--- config.mk ---
export PLATFORM = sky130hd
export DESIGN_NAME = gray_ser_tx
export DESIGN_NICKNAME = d
export VERILOG_FILES = /design/src/rtl/gray_ser_pkg.sv /design/src/rtl/gray_ser_tx_bin2gray.sv /design/src/rtl/gray_ser_tx.sv
export SDC_FILE = /design/constraint.sdc
export NUM_CORES = 1
export LEC_CHECK = 0
export BUFFER_PORTS_ARGS = -buffer_cell sky130_fd_sc_hd__buf_4
export CORE_UTILIZATION = 54
export DETAILED_ROUTE_END_ITERATION = 10
export PLACE_DENSITY = 0.89
export SLEW_MARGIN = 20
export SYNTH_ARGS = -nofsm -noshare
export SYNTH_HDL_FRONTEND = slang
export SYNTH_SLANG_ARGS = --single-unit
export TNS_END_PERCENT = 50
--- constraint.sdc ---
create_clock -name clk -period 3.1 [get_ports clk]
set_input_delay 0.155 -clock clk [delete_from_list [all_inputs] [get_ports clk]]
set_output_delay 0.155 -clock clk [all_outputs]
set_load 0.01 [all_outputs]
--- src/rtl/gray_ser_pkg.sv ---
// Shared definitions for the Gray-code serial transmitter.
//   state_e             : transmitter state (IDLE = no frame, SHIFT = frame in flight)
//   GRAY_WIDTH_DEFAULT  : default word width in bits
package gray_ser_pkg;

  localparam int GRAY_WIDTH_DEFAULT = 5;

  typedef enum logic {
    IDLE  = 1'b0,
    SHIFT = 1'b1
  } state_e;

endpackage

--- src/rtl/gray_ser_tx_bin2gray.sv ---
// Binary to Gray-code converter (purely combinational).
//   bin_i  [WIDTH-1:0] : binary input word
//   gray_o [WIDTH-1:0] : Gray-coded word, gray = bin ^ (bin >> 1)
module bin2gray #(
  parameter int WIDTH = gray_ser_pkg::GRAY_WIDTH_DEFAULT
) (
  input  logic [WIDTH-1:0] bin_i,
  output logic [WIDTH-1:0] gray_o
);

  assign gray_o = bin_i ^ (bin_i >> 1);

endmodule

--- src/rtl/gray_ser_tx.sv ---
// Gray-code serial transmitter: accepts binary words on a valid/ready
// handshake, converts them to Gray code and shifts them out MSB first.
// Back-to-back words give a gap-free serial stream.
//   clk        : clock, all state on posedge
//   rst        : synchronous active-high reset
//   in_valid   : upstream word present on in_data
//   in_data    : binary word to transmit
//   in_ready   : word accepted this cycle (decoded from registered state only)
//   ser_out    : serial Gray bit, MSB first (0 when idle)
//   ser_valid  : ser_out carries a frame bit
//   ser_first  : high on the MSB of each frame
//   frame_cnt  : completed frames, wraps modulo 256
module gray_ser_tx
  import gray_ser_pkg::*;
#(
  parameter int WIDTH = GRAY_WIDTH_DEFAULT
) (
  input  logic             clk,
  input  logic             rst,
  input  logic             in_valid,
  input  logic [WIDTH-1:0] in_data,
  output logic             in_ready,
  output logic             ser_out,
  output logic             ser_valid,
  output logic             ser_first,
  output logic [7:0]       frame_cnt
);

  localparam int            CW   = $clog2(WIDTH);
  localparam logic [CW-1:0] LAST = CW'(WIDTH - 1);

  state_e           state_q, state_d;
  logic [CW-1:0]    cnt_q, cnt_d;
  logic [WIDTH-1:0] shreg_q, shreg_d;
  logic [7:0]       frame_q, frame_d;
  logic [WIDTH-1:0] gray_w;
  logic             at_last;
  logic             xfer;

  bin2gray #(.WIDTH(WIDTH)) u_bin2gray (
    .bin_i  (in_data),
    .gray_o (gray_w)
  );

  always_comb begin
    at_last  = (state_q == SHIFT) && (cnt_q == LAST);
    in_ready = (state_q == IDLE) || at_last;
    xfer     = in_valid && in_ready;

    state_d = state_q;
    cnt_d   = cnt_q;
    shreg_d = shreg_q;
    frame_d = frame_q;

    unique case (state_q)
      IDLE: begin
        if (xfer) begin
          state_d = SHIFT;
          cnt_d   = '0;
          shreg_d = gray_w;
        end
      end
      SHIFT: begin
        shreg_d = {shreg_q[WIDTH-2:0], 1'b0};
        if (at_last) begin
          frame_d = frame_q + 8'd1;
          cnt_d   = '0;
          // A word accepted on the final bit reloads straight away so the
          // next frame's MSB follows without an idle cycle.
          if (xfer) begin
            shreg_d = gray_w;
          end else begin
            state_d = IDLE;
          end
        end else begin
          cnt_d = cnt_q + 1'b1;
        end
      end
      default: state_d = IDLE;
    endcase
  end

  always_ff @(posedge clk) begin
    if (rst) begin
      state_q <= IDLE;
      cnt_q   <= '0;
      shreg_q <= '0;
      frame_q <= '0;
    end else begin
      state_q <= state_d;
      cnt_q   <= cnt_d;
      shreg_q <= shreg_d;
      frame_q <= frame_d;
    end
  end

  assign ser_valid = (state_q == SHIFT);
  assign ser_first = (state_q == SHIFT) && (cnt_q == '0);
  assign ser_out   = (state_q == SHIFT) && shreg_q[WIDTH-1];
  assign frame_cnt = frame_q;

endmodule

* Word level (Yosys, flattened, before mapping)
Index checks and enable logic that the tools add are counted.
Word-level totals: word-level logic and storage cells 27, output and inout port bits 12, input port bits 8, register bits after elaboration 17
Operators by class: bitwise operators 2, reductions and logical operators 7, equality and inequality tests 2, add/subtract/negate cells 2, mux-type cells 10
Operator list (number):
- two-way mux 5 bit | 3
- case mux 5 bit (2 select lines) | 1
- adder 8 x 1 -> 8 bit (second input constant) | 1
- two-way mux 3 bit | 2
- case mux 3 bit (2 select lines) | 1
- bitwise XOR 5 x 4 -> 5 bit | 1
- logical AND 1 bit | 4
- adder 3 x 1 -> 3 bit (second input constant) | 1
- equality test 3 bit (second input constant) | 1
- logical NOT 3 bit | 1
- two-way mux 1 bit | 2
- inequality test 2 bit (second input constant) | 1
- case mux 1 bit (2 select lines) | 1
- AND reduction 2 bit | 1
- logical OR 1 bit | 1
- NOT 1 bit | 1

* Longest topological paths before layout
depth after elaboration 7, depth in mapped cells 6, depth with buffers taken out 6

* Hierarchy
Synthesis repeated with hierarchy kept, for this count alone.
Unflattened totals: cells, all modules 99, area total of the unflattened synthesis 862.1 um^2
Modules (own cells, without submodules):
- gray_ser_tx | area each 819.5 um^2, sequential area each 340.3 um^2, times used 1, cells each 94
- bin2gray | area each 42.5 um^2, sequential area each 0.0 um^2, times used 1, cells each 5

* Least setup slack after synthesis
OpenSTA, ideal clock, no wires.
kind reg-to-reg, from reg cnt_q[0], to reg shreg_q[1], cell stages (with the launch flop) 7, data required time 3042 ps, setup time 58 ps, period minus slack after synthesis 1490 ps, path slack 1610 ps, arrival time 1432 ps, buffers on the path 0, cell sequence dfxtp_1 -> inv_1 -> ha_1 -> a21boi_0 -> inv_1 -> nand2_1 -> o221a_2
On the way: longest elaborated chain between the ends 7, elaborated cells on any way between the ends 8, classes of those cells eq/ne (2); mux (3); reduce/logical (3)
Ends and longest elaborated chain:
- start, declared | RTL line gray_ser_tx.sv:33 | logic [CW-1:0] cnt_q, cnt_d;
- start signal, assigned | RTL line gray_ser_tx.sv:91 | cnt_q <= cnt_d;
- equality test 3 bit * | RTL line gray_ser_tx.sv:46 | at_last = (state_q == SHIFT) && (cnt_q == LAST);
- logical AND 1 bit * | RTL line gray_ser_tx.sv:46
- logical OR 1 bit * | RTL line gray_ser_tx.sv:47 | in_ready = (state_q == IDLE) || at_last;
- via in_ready | RTL line gray_ser_tx.sv:22 | output logic in_ready,
- logical AND 1 bit * | RTL line gray_ser_tx.sv:48 | xfer = in_valid && in_ready;
- two-way mux 5 bit | RTL line gray_ser_tx.sv:70 | if (xfer) begin
- two-way mux 5 bit | RTL line gray_ser_tx.sv:65 | if (at_last) begin
- case mux 5 bit (2 select lines) | RTL line gray_ser_tx.sv:55 | unique case (state_q)
- end signal, assigned | RTL line gray_ser_tx.sv:92 | shreg_q <= shreg_d;
- end, declared | RTL line gray_ser_tx.sv:34 | logic [WIDTH-1:0] shreg_q, shreg_d;
Mark *: on every way through the listed nets, which the timed path passes. The rest lies on a longest branch. A chain may end at the register's enable or synchronous reset.

* Worst setup path in the final report
from reg cnt_q[0], to out in_ready
On the way: longest elaborated chain between the ends 3
Ends and longest elaborated chain (RTL line):
- equality test 3 bit | gray_ser_tx.sv:46
- logical AND 1 bit | gray_ser_tx.sv:46
- logical OR 1 bit | gray_ser_tx.sv:47
- end, declared | gray_ser_tx.sv:22
No other way between the ends.

==> impl_metrics.csv <==
group,metric,value,unit
route,drt_wl_total,1600,um
timing,worst_slew_pin_slew,0.539,ns
hold_path,hold-path-endpoint,"frame_cnt[6]",
power_and_ir_drop,switching_power,98.5,uW
synth,avgSynthCellArea,8.59,sq um
cells_and_area,drive_gt1_share,23.7,%
placed_design,dp_cells,125,
timing,clock_skew,0.00877,ns
route,dr.first_iter.drc_count,22,
synth,syn-num-nets,107,
route,first_pass_iters,4,
power_and_ir_drop,ir_worst_vdd,0.000259,V
cells_and_area,finalNetCount,126,
synth,synth_cell_types,31,
timing,drv_slew,0,
power_and_ir_drop,total_power,400,uW
placed_design,gp_congestion,0.740,
clocking,post_cts_buffers,0,
clocking,clk_latency,0.29,ns
timing,fmax,531,MHz
run_status,status,"completed",
flow_run,maxCapViolCount,0,
setup_path,end_kind,"primary output",
power_and_ir_drop,power_density,404,nW/um^2
die,dieArea,1690,sq um
global_routing,grt_pass1_vias,561,
global_routing,grt_pass1_wl,2340,um
hold_path,min_path_cells,2,
global_routing,antenna_found_initial,0,
synth,async_flop_share,0,%
setup_path,r2r_slack,1.44,ns
synth,ys_ff_latch,17,
setup_path,critPathKind,"reg2out",
clocking,clk_pin_slew,0.09,ns
synth,yosys.area.top_type,"dfxtp_1",
timing,rsz0062_at_grt,"false",
setup_path,worstReg2RegEnd,"shreg_q[1]",
power_and_ir_drop,switching_share,24.6,%
global_routing,grt_usage,21.9,%
cells_and_area,antennaDiodeCount,0,
timing,finalHoldViolCount,0,
clocking,clockBufferDepth,2,
route,wl_per_cell,12.4,um
cells_and_area,syn_to_final_growth,20.3,%
power_and_ir_drop,p_int,302,uW
synth,yosysMostFrequentCell,"dfxtp_1",
die,die_y,41.1,um
setup_path,crit_path_start_kind,"register",
setup_path,reg2reg_depth,6,
global_routing,gr-total-overflow,0,
route,vias,731,
synth,yosys-top-cells-count,"dfxtp_1 (17), nor2_1 (14), nand2_1 (6), xor2_1 (6)",
die,core,1370,sq um
clocking,postCtsResizedCells,0,
global_routing,grt_max_degree,19,
route,viasPerCell,5.67,
placed_design,place_hpwl,1190,um
synth,synth_top_area_share,41.3,%
die,initial_core_util,60.3,%
clocking,cts_buffers,3,
setup_path,path_max_fanout,7,
timing,setup-tns-final,0,ns
synth,synth_edf_count,0,
timing,relSlewSlack,64.0,%
route,antenna_left,0,
clocking,clock_sinks,17,
synth,yosysWarnings,0,
placed_design,port-buffer-count,19,
synth,synth_ff_type,"dfxtp_1",
hold_path,hold_start,"rst",
clocking,root_buffer,"clkbuf_4",
die,num_rows,13,
timing,fin_crit_sh,60.7,%
route,route.detailed.drc,0,
timing,setup_viol,0,
die,die_w,41.1,um
power_and_ir_drop,comb_power_share,12.7,%
synth,synthCells,96,
setup_path,cp_data_required_time,2.94,ns
clocking,ctsHtreeMaxLevel,1,
power_and_ir_drop,leakage,0.000415,uW
clocking,cts_tree,"done",
setup_path,r2r_start,"cnt_q[0]",
clocking,cts_hold_buf,0,
power_and_ir_drop,clockPowerShare,28.7,%
synth,yosysSeqAreaShare,41.3,%
cells_and_area,fin_cells,129,
timing,min_period,1.88,ns
synth,netlist_area,825,sq um
power_and_ir_drop,seqPwrFrac,58.6,%
die,ios,20,
synth,synth_area_leaders,"dfxtp_1 (41%), nor2_1 (6.4%), xor2_1 (6.4%), ha_1 (4.6%), o221a_2 (4.1%)",
setup_path,cp.arrival,1.73,ns
hold_path,hp-class,"in2reg",
==> area by class of cell <==
| type | instances | area [sq um] |
|---|---|---|
| Multi-Input combinational cell | 71 | 453 |
| Tap cell | 15 | 18.8 |
| Timing Repair Buffer | 19 | 143 |
| Inverter | 3 | 11.3 |
| Fill cell | 118 | 374 |
| Clock buffer | 4 | 26.3 |
| Sequential cell | 17 | 340 |
==> metrics by stage <==
stage	instance area [sq um]	setup WS [ns]	hold slack, ns	util, %
2_1_floorplan	825	1.61	0.427	-
3_3_place_gp	966	1.48	0.452	70.7
3_5_place_dp	966	1.46	0.469	70.7
4_1_cts	992	1.21	0.146	72.6
5_1_grt	992	1.04	0.156	72.6
6_report	992	1.22	0.154	72.6
==> flip-flops by register name, indices dropped and copies added, names as in the netlist <==
register,flops
shreg_q,5
frame_cnt,8
cnt_q,3
ser_valid,1
==> placed cells by master (no fill, tap or decap), drive strengths merged <==
master / Yosys / layout
nor4: 1 / 1
nand4: 3 / 3
a21oi: 5 / 5
buf: 2 / 19
ha: 3 / 3
nand2: 6 / 6
or4: 1 / 1
and3b: 1 / 1
a211oi: 1 / 1
nor3: 5 / 5
nand3b: 1 / 1
o21ai: 4 / 4
o31ai: 1 / 1
a22oi: 1 / 1
or3: 3 / 3
nand3: 3 / 3
clkbuf: 3 / 4
and2: 1 / 1
a21boi: 1 / 1
a31oi: 1 / 1
nor2b: 1 / 1
inv: 3 / 3
xor2: 6 / 6
o221a: 3 / 3
mux2i: 2 / 2
nor2: 14 / 14
mux2: 1 / 1
nor3b: 2 / 2
dfxtp: 17 / 17
==> layer usage <==
layer	track usage [%]	wire, um	vias up
li1	-	-	377
met1	25.1	725	330
met2	35.5	757	19
met3	8.15	82	5
met4	10.0	31	0
met5	0	0	-
==> how the worst max path moves through the flow <==
stage | from | to | slack [ns] | cells after the start
2_1_floorplan | cnt_q[0] | shreg_q[1] | 1.61 | 6
3_3_place_gp | cnt_q[0] | shreg_q[3] | 1.48 | 6
3_5_place_dp | cnt_q[0] | shreg_q[1] | 1.46 | 6
4_1_cts | cnt_q[0] | in_ready | 1.21 | 5
5_1_grt | cnt_q[0] | in_ready | 1.04 | 5
6_report | cnt_q[0] | in_ready | 1.22 | 5
==> power by group through the flow <==
stage | sequential (uW) | clock (uW) | combinational (uW)
6_report | 235 | 115 | 50.7
3_5_place_dp | 240 | 0 | 50.7
4_1_cts | 235 | 121 | 50.9
5_1_grt | 236 | 130 | 56.9
3_3_place_gp | 239 | 0 | 49.6
2_1_floorplan | 235 | 0 | 36.1
==> cells by family after synthesis <==
logic type | after synthesis | synth area share, %
adders and majority gates | 3 | 4.55
and+or+nand+nor | 42 | 26.3
muxes | 3 | 3.79
DFF | 17 | 41.3
AOI/OAI and AO/OA | 17 | 14.0
buffers and inverters | 8 | 3.79
xor gates and xnor gates | 6 | 6.37
==> critical path, stage by stage, from the launching register on <==
cell	delay, ns
dfxtp_1	0.38
inv_1	0.06
ha_1	0.29
a21boi_0	0.41
inv_1	0.13
buf_4	0.17
Note: power is estimated with default switching activity, not from simulation.
